--- src/rtl/keypad_pkg.sv ---
// Shared types, sizes and helpers for the 4x4 keypad row scanner.
package keypad_pkg;

    localparam int unsigned KP_ROWS   = 4;
    localparam int unsigned KP_COLS   = 4;
    localparam int unsigned KP_ROW_W  = 2;
    localparam int unsigned KP_COL_W  = 2;
    localparam int unsigned KP_CODE_W = KP_ROW_W + KP_COL_W;

    typedef enum logic [1:0] {
        SCAN     = 2'd0,
        DEBOUNCE = 2'd1,
        HELD     = 2'd2
    } kp_state_e;

    typedef struct packed {
        logic [KP_ROW_W-1:0] row;
        logic [KP_COL_W-1:0] col;
    } kp_code_t;

    // Active-low one-hot row drive pattern for a row index.
    function automatic logic [KP_ROWS-1:0] row_onehot_n(input logic [KP_ROW_W-1:0] idx);
        return ~(KP_ROWS'(1) << idx);
    endfunction

    // Index of the lowest column line that is pulled low.
    function automatic logic [KP_COL_W-1:0] lowest_low_col(input logic [KP_COLS-1:0] cols);
        logic [KP_COL_W-1:0] idx;
        idx = '0;
        for (int i = int'(KP_COLS) - 1; i >= 0; i--) begin
            if (!cols[i]) idx = KP_COL_W'(i);
        end
        return idx;
    endfunction

endpackage

--- src/rtl/keypad_sync2.sv ---
// Two-flop synchronizer for asynchronous active-low inputs; resets to all ones (idle lines).
module keypad_sync2 #(
    parameter int unsigned W = 4
) (
    input  logic         clk_i,
    input  logic         rst_n_i,
    input  logic [W-1:0] d_i,
    output logic [W-1:0] q_o
);

    logic [W-1:0] meta_q;
    logic [W-1:0] sync_q;

    always_ff @(posedge clk_i or negedge rst_n_i) begin
        if (!rst_n_i) begin
            meta_q <= '1;
            sync_q <= '1;
        end else begin
            meta_q <= d_i;
            sync_q <= meta_q;
        end
    end

    assign q_o = sync_q;

endmodule

--- src/rtl/keypad_scanner.sv ---
// 4x4 keypad row scanner with per-key debounce and single-code reporting.
// Optional auto-repeat while a key is held is enabled by defining KEYPAD_REPEAT_EN.
module keypad_scanner
    import keypad_pkg::*;
#(
    parameter int unsigned SETTLE_CYCLES   = 16,
    parameter int unsigned DEBOUNCE_CYCLES = 50000,
    parameter int unsigned REPEAT_DELAY    = 500000,
    parameter int unsigned REPEAT_PERIOD   = 100000
) (
    input  logic                 Clock,
    input  logic                 Reset_n,
    input  logic [KP_COLS-1:0]   Col,
    output logic [KP_ROWS-1:0]   Row,
    output logic [KP_ROW_W-1:0]  RowSelect,
    output logic [KP_CODE_W-1:0] KeyCode,
    output logic                 KeyValid,
    output logic                 KeyHeld
);

    localparam int unsigned SET_W = $clog2(SETTLE_CYCLES + 1);
    localparam int unsigned DEB_W = $clog2(DEBOUNCE_CYCLES + 1);

    if (SETTLE_CYCLES < 3 || DEBOUNCE_CYCLES < 1 || REPEAT_DELAY < 1 || REPEAT_PERIOD < 1) begin : g_bad_params
        $error("keypad_scanner: illegal parameter set");
    end

    logic [KP_COLS-1:0]  col_s;
    kp_state_e           state_q, state_d;
    logic [KP_ROW_W-1:0] row_q, row_d;
    logic [KP_ROWS-1:0]  row_n_q, row_n_d;
    logic [KP_COL_W-1:0] col_q, col_d;
    logic [SET_W-1:0]    set_cnt_q, set_cnt_d;
    logic [DEB_W-1:0]    deb_cnt_q, deb_cnt_d;
    kp_code_t            code_q, code_d;
    logic                valid_q, valid_d;
    logic                held_q, held_d;
    logic [KP_ROW_W-1:0] next_row_c;
    logic                release_c;

    keypad_sync2 #(.W(KP_COLS)) u_col_sync (
        .clk_i   (Clock),
        .rst_n_i (Reset_n),
        .d_i     (Col),
        .q_o     (col_s)
    );

    assign next_row_c = row_q + KP_ROW_W'(1);
    assign release_c  = (state_q == HELD) && col_s[col_q]
                        && (deb_cnt_q == DEB_W'(DEBOUNCE_CYCLES - 1));

`ifdef KEYPAD_REPEAT_EN
    localparam int unsigned REP_MAX = (REPEAT_DELAY > REPEAT_PERIOD) ? REPEAT_DELAY : REPEAT_PERIOD;
    localparam int unsigned REP_W   = $clog2(REP_MAX + 1);

    // Repeat timer runs from press acceptance; bounces in HELD do not touch it.
    logic [REP_W-1:0] rep_cnt_q, rep_cnt_d;
    logic             rep_first_q, rep_first_d;
    logic             rep_fire_c;

    assign rep_fire_c = rep_first_q ? (rep_cnt_q == REP_W'(REPEAT_DELAY - 1))
                                    : (rep_cnt_q == REP_W'(REPEAT_PERIOD - 1));

    always_comb begin
        rep_cnt_d   = rep_cnt_q;
        rep_first_d = rep_first_q;
        if (state_q != HELD) begin
            rep_cnt_d   = '0;
            rep_first_d = 1'b1;
        end else if (!release_c) begin
            if (rep_fire_c) begin
                rep_cnt_d   = '0;
                rep_first_d = 1'b0;
            end else begin
                rep_cnt_d = rep_cnt_q + REP_W'(1);
            end
        end
    end

    always_ff @(posedge Clock or negedge Reset_n) begin
        if (!Reset_n) begin
            rep_cnt_q   <= '0;
            rep_first_q <= 1'b1;
        end else begin
            rep_cnt_q   <= rep_cnt_d;
            rep_first_q <= rep_first_d;
        end
    end
`endif

    // Next-state and registered-output logic for the scan/debounce/held FSM.
    always_comb begin
        state_d   = state_q;
        row_d     = row_q;
        row_n_d   = row_n_q;
        col_d     = col_q;
        set_cnt_d = set_cnt_q;
        deb_cnt_d = deb_cnt_q;
        code_d    = code_q;
        valid_d   = 1'b0;
        held_d    = held_q;

        case (state_q)
            SCAN: begin
                if (set_cnt_q == SET_W'(SETTLE_CYCLES - 1)) begin
                    set_cnt_d = '0;
                    if (&col_s) begin
                        row_d   = next_row_c;
                        row_n_d = row_onehot_n(next_row_c);
                    end else begin
                        col_d     = lowest_low_col(col_s);
                        deb_cnt_d = '0;
                        state_d   = DEBOUNCE;
                    end
                end else begin
                    set_cnt_d = set_cnt_q + SET_W'(1);
                end
            end

            DEBOUNCE: begin
                if (col_s[col_q]) begin
                    state_d   = SCAN;
                    row_d     = next_row_c;
                    row_n_d   = row_onehot_n(next_row_c);
                    set_cnt_d = '0;
                    deb_cnt_d = '0;
                end else if (deb_cnt_q == DEB_W'(DEBOUNCE_CYCLES - 1)) begin
                    state_d    = HELD;
                    code_d.row = row_q;
                    code_d.col = col_q;
                    valid_d    = 1'b1;
                    held_d     = 1'b1;
                    deb_cnt_d  = '0;
                end else begin
                    deb_cnt_d = deb_cnt_q + DEB_W'(1);
                end
            end

            HELD: begin
                if (release_c) begin
                    state_d   = SCAN;
                    held_d    = 1'b0;
                    row_d     = next_row_c;
                    row_n_d   = row_onehot_n(next_row_c);
                    set_cnt_d = '0;
                    deb_cnt_d = '0;
                end else if (col_s[col_q]) begin
                    deb_cnt_d = deb_cnt_q + DEB_W'(1);
                end else begin
                    deb_cnt_d = '0;
                end
`ifdef KEYPAD_REPEAT_EN
                if (!release_c && rep_fire_c) valid_d = 1'b1;
`endif
            end

            default: begin
                state_d   = SCAN;
                set_cnt_d = '0;
                deb_cnt_d = '0;
            end
        endcase
    end

    always_ff @(posedge Clock or negedge Reset_n) begin
        if (!Reset_n) begin
            state_q   <= SCAN;
            row_q     <= '0;
            row_n_q   <= row_onehot_n('0);
            col_q     <= '0;
            set_cnt_q <= '0;
            deb_cnt_q <= '0;
            code_q    <= '0;
            valid_q   <= 1'b0;
            held_q    <= 1'b0;
        end else begin
            state_q   <= state_d;
            row_q     <= row_d;
            row_n_q   <= row_n_d;
            col_q     <= col_d;
            set_cnt_q <= set_cnt_d;
            deb_cnt_q <= deb_cnt_d;
            code_q    <= code_d;
            valid_q   <= valid_d;
            held_q    <= held_d;
        end
    end

    assign Row       = row_n_q;
    assign RowSelect = row_q;
    assign KeyCode   = code_q;
    assign KeyValid  = valid_q;
    assign KeyHeld   = held_q;

endmodule

--- config.mk ---
export PLATFORM = sky130hd
export DESIGN_NAME = keypad_scanner
export DESIGN_NICKNAME = d
export VERILOG_FILES = /design/src/rtl/keypad_pkg.sv /design/src/rtl/keypad_sync2.sv /design/src/rtl/keypad_scanner.sv
export SDC_FILE = /design/constraint.sdc
export NUM_CORES = 1
export LEC_CHECK = 0
export CORE_MARGIN = 2
export CORE_UTILIZATION = 25
export CTS_CLUSTER_DIAMETER = 80
export CTS_CLUSTER_SIZE = 8
export DETAILED_ROUTE_END_ITERATION = 16
export PLACE_DENSITY_LB_ADDON = 0.2
export SETUP_SLACK_MARGIN = 0.2
export SYNTH_ARGS = -nofsm -noshare
export SYNTH_HDL_FRONTEND = slang
export SYNTH_SLANG_ARGS = --single-unit
--- constraint.sdc ---
create_clock -name Clock -period 2.81 [get_ports Clock]
set_clock_uncertainty 0.2 [all_clocks]
set_input_delay 0.843 -clock Clock [delete_from_list [all_inputs] [get_ports Clock]]
set_output_delay 0.843 -clock Clock [all_outputs]
set_load 0.05 [all_outputs]
Word-level counts from Yosys, hierarchy flattened
Cells that the tools add are included.
{"block": "totals", "elab_cells": 85, "in_bits": 6, "regBits": 45, "out_inout_bits": 12}
{"block": "op_classes", "shifts": 1, "n_mux": 40, "eq_ne": 12, "bitwise": 3, "n_lt_le_gt_ge": 1, "n_reduce_logical": 13, "add_sub_neg": 3}
{"operator": "16-bit two-way mux", "n": 6}
{"operator": "16-bit case mux with 3 select lines", "n": 1}
{"operator": "2-bit two-way mux", "n": 13}
{"operator": "16-bit by 1-bit adder with 16-bit output, second input constant", "n": 1}
{"operator": "16-bit == test, second input constant", "n": 1}
{"operator": "4-bit two-way mux", "n": 4}
{"operator": "5-bit two-way mux", "n": 3}
{"operator": "5-bit case mux with 3 select lines", "n": 1}
{"operator": "2-bit != test, second input constant", "n": 7}
{"operator": "2-bit case mux with 3 select lines", "n": 2}
{"operator": "4-bit case mux with 3 select lines", "n": 1}
{"operator": "4-bit AND reduction", "n": 3}
{"operator": "1-bit two-way mux", "n": 7}
{"operator": "3-bit AND reduction", "n": 2}
{"operator": "5-bit by 1-bit adder with 5-bit output, second input constant", "n": 1}
{"operator": "5-bit by 4-bit == test with 1-bit output, second input constant", "n": 1}
{"operator": "5-bit AND reduction", "n": 1}
{"operator": "4-bit inverter", "n": 1}
{"operator": "2-bit AND reduction", "n": 2}
{"operator": "1-bit by 2-bit << shifter with 4-bit output, first input constant", "n": 1}
{"operator": "2-bit by 3-bit < comparator with 1-bit output, second input constant", "n": 1}
{"operator": "3-bit != test, second input constant", "n": 1}
{"operator": "3-bit nonzero test", "n": 1}
{"operator": "2-bit by 1-bit adder with 2-bit output, second input constant", "n": 1}
{"operator": "8 further kinds", "n": 10}

Depth between registers and ports, before layout
{"block": "logic_depth", "ltp_word": 6, "ltp_mapped": 9}

Cells and area by module
From an unflattened synthesis, not the netlist that was laid out.
{"block": "unflattened", "hier_cells": 216, "hier_area_um2": 2259.7}
{"mod": "keypad_scanner", "cells_per_inst": 208, "area_per_inst_um2": 2049.5, "instances": 1}
{"mod": "keypad_sync2", "cells_per_inst": 8, "area_per_inst_um2": 210.2, "instances": 1}

Worst setup path before layout
Ideal clock, no wire load.
{"block": "synth_timing", "kind": "reg-to-reg", "start": "register deb_cnt_q[0]", "end": "register row_q[1], in the netlist RowSelect[1]", "arrival_time_ps": 1911, "path_buffers": 0, "path_slack_ps": 572, "stages_incl_launch_ff": 7, "synth_period_minus_slack_ps": 2238, "setup_ps": 127, "cell_sequence": "dfrtp_1 > ha_1 > nand4b_1 > nor4_2 > a2bb2oi_2 > a211oi_4 > mux2_1"}
{"block": "synth_via", "elab_chain_len": 4}
{"element": "start, declared", "line": "keypad_scanner.sv:34", "rtl": "logic [DEB_W-1:0] deb_cnt_q, deb_cnt_d;"}
{"element": "start signal, assigned", "line": "keypad_scanner.sv:182", "rtl": "deb_cnt_q <= deb_cnt_d;"}
{"element": "16-bit == test", "line": "keypad_scanner.sv:50", "rtl": "&& (deb_cnt_q == DEB_W'(DEBOUNCE_CYCLES - 1));"}
{"element": "1-bit logical AND", "line": "keypad_scanner.sv:50"}
{"element": "2-bit != test (no source line)"}
{"element": "5-bit AND reduction (no source line)"}
{"element": "end signal, assigned", "line": "keypad_scanner.sv:178", "rtl": "row_q <= row_d;"}
{"element": "end, declared", "line": "keypad_scanner.sv:30", "rtl": "logic [KP_ROW_W-1:0] row_q, row_d;"}
Every way passes these cells.
A chain may end at the register's enable or synchronous reset.

Worst setup path in the final report
{"block": "layout_timing", "start": "register held_q, in the netlist KeyHeld", "end": "output KeyHeld"}
{"element": "start, declared", "line": "keypad_scanner.sv:37", "rtl": "logic held_q, held_d;"}
{"element": "start signal, assigned", "line": "keypad_scanner.sv:185", "rtl": "held_q <= held_d;"}
{"element": "end, declared", "line": "keypad_scanner.sv:18", "rtl": "output logic KeyHeld"}
No word-level cell between the ends.

==> out/summary.txt <==
Status - complete, no violations
Avg Synthesized Cell Area - 11.0 sq um
Worst min path class - reg -> reg
Ys flop type - dfrtp_1
Final Critical Period - 2550 ps
1st-iter DRT viols - 60
Core box area - 8810 sq um
Yosys cell types - 51
VDD IR max - 262 uV
RSZ-0062 raised after global routing - yes
Port bufs - 17
P&R area growth vs syn - 18.4%
Post-synthesis cell area - 2300 sq um
Register area share after synthesis - 0.496
GRT Util Overall - 0.103
Top cells by area in the synthesized netlist - dfrtp_1 (37%), dfstp_2 (13%), ha_1 (5.4%)
Die height - 99.9 microns
Total power - 0.00205 W
Final antenna diode count - 0
Placer Congestion - 0.732
Largest stage delay, worst path - 820 ps
Least-Margin Pin Slew - 510 ps
Avg Vias per Cell - 4.64
PwrDens - 755 nW/um^2
Initial antenna violation count - 0
Via count - 1576
Post-DRT Antenna Nets - 0
Post-synthesis async set-or-reset flop share - 1.00
Most frequent cell after synthesis - dfrtp_1
Worst path bufs/invs - 1
F_max - 0.391 GHz
Share of cells above drive strength 1 - 0.181
Synth top area share - 0.370
Initial Util - 0.261
Leak - 1.17 nW
Maximum fanout along the worst path - 3
Cts bufs inserted - 5
Die Wd - 99.9 microns
DIE AREA - 9970 sq um
Max-cap violation count - 0
EDFF count, synth - 0
CTS tree - built
Clk_lat worst skew - 300 ps
Final Hold Fails - 0
Detail-routed net length per standard cell - 13.9 microns
Number of remaining DRC errors - 0
Startpoint Class - register
H-Tree Depth - 2
Data required, critical path - 1770 ps
Leading area contributor after synthesis - dfrtp_1
Number of global-route vias before repair - 1595
CP cell instances - clkdlybuf4s50_1
Clk sink count - 45
Syn Nets - 224
HPWL after DPL - 3380 microns
First-pass DRT Iterations - 4
FF+latch count, synth - 45
Routed wire length - 4720 microns
Reg clk slew, reported paths - 90 ps
Largest delay contributor family on the critical path - buffers and inverters
Critical path's slowest cell - clkdlybuf4s50_1
Critical Path End Type - output pin
CTS root buf - clkbuf_8
Gr ovfl total - 0
Clk buf depth - 2
Nets - 247
First-pass GRT wire length - 8050 microns
Row count - 34
Post-synth top cells - dfrtp_1 (34), nand2_1 (23), inv_1 (13), dfstp_2 (11)
Slew margin rel. - 0.659
FILL cells - 896
Ports - 18
Largest net degree at the start of global routing - 19
Crit path arrival time - 1510 ps
# setup viols final - 0
Mapped Cells - 208
Crit Path Category - reg -> out
Final slew viol count - 0
Setup TNS - 0 ps
Synth warn - 0
Final period utilization - 0.909
[cell type report]
class / count / area (sq um) / area share
clock inverter: 2 / 37.5 / 0.0138
timing repair buffer: 22 / 198 / 0.0727
multi-input combinational: 144 / 1080 / 0.397
inverter: 13 / 48.8 / 0.0179
clock buffer: 6 / 82.6 / 0.0304
tap: 108 / 135 / 0.0497
sequential: 45 / 1140 / 0.419
[registers in the layout, summed over array words and instances, names as in the netlist, 4 cells and up]
| register | count |
|---|---|
| deb_cnt_q | 16 |
| set_cnt_q | 5 |
| KeyCode | 4 |
| Row | 4 |
| u_col_sync.meta_q | 4 |
| u_col_sync.q_o | 4 |
[through the flow]
stage / instance area, sq um / std cells / hold slack [ps] / util / worst slack (ps)
after floorplan: 2300 / 208 / 145 / - / 572
after global placement: 2600 / 332 / 146 / 0.295 / 340
after detailed placement: 2600 / 332 / 147 / 0.295 / 265
after CTS: 2720 / 340 / 161 / 0.308 / 238
after global routing: 2720 / 340 / 161 / 0.309 / 148
final: 2720 / 340 / 158 / 0.309 / 255
[path summary, 6_finish.rpt]
check / slack, ps / end / start / cells after the start
max: 260 / KeyHeld / KeyHeld / 1
min: 160 / u_col_sync.q_o[1] / u_col_sync.meta_q[1] / 0
max reg2reg: 280 / RowSelect[1] / deb_cnt_q[0] / 6
min reg2reg: 160 / u_col_sync.q_o[1] / u_col_sync.meta_q[1] / 0
max in group asynchronous: 1650 / u_col_sync.q_o[3] / Reset_n / 2
min in group asynchronous: 190 / KeyCode[2] / Reset_n / 1
[what timing repair did]
| action | 4_1_cts | 5_1_grt |
|---|---|---|
| setup endpoints to repair | 4 | 7 |
| hold buffers | 0 | 0 |
| gates resized for setup | 4 | 1 |
| setup buffers | 0 | 0 |
| pin swaps | 0 | 1 |
[logic make-up (layout without fill, tap and decap cells)]
family / after synthesis / in the layout / synth area share
AND/OR/NAND/NOR: 74 / 74 / 0.187
flip-flops: 45 / 45 / 0.496
multiplexers: 14 / 14 / 0.0713
AO/OA/AOI/OAI: 42 / 42 / 0.139
buffers and inverters: 19 / 43 / 0.0359
adder cells (fa/ha/maj): 10 / 10 / 0.0545
XOR/XNOR: 4 / 4 / 0.0152
[report_power, final]
| part | total [W] | internal [W] | switching, W |
|---|---|---|---|
| Sequential | 0.000809 | 0.000744 | 0.0000654 |
| Clock | 0.000520 | 0.000289 | 0.000230 |
| Combinational | 0.000726 | 0.000256 | 0.000470 |
| Total | 0.00205 | 0.00129 | 0.000766 |
[metal layers]
layer  vias up  global-route usage  routed length, microns
li1        794                   -                       -
met1       761               0.143                    2460
met2        14               0.154                    2060
met3         7              0.0216                     109
met4         0              0.0443                      95
met5         -                   0                       0
[cells in the final DEF, fill, tap and decap left out, types with 3 or more instances in the layout]
cell             count
mux2i_1              7
a211o_1              4
clkbuf_8             6
ha_1                10
buf_4                5
inv_1               13
nand3_1              4
nand4_1              4
o31ai_1              3
xnor2_1              4
mux2_2               4
clkdlybuf4s50_1     12
nand2_1             23
o21ai_0             10
dfrtp_1             34
nor2_1               9
nor3_1               6
a21oi_1              8
and3_1               5
dfstp_2             11
dlygate4sd2_1        4
Note: power is estimated with default switching activity, not from simulation.
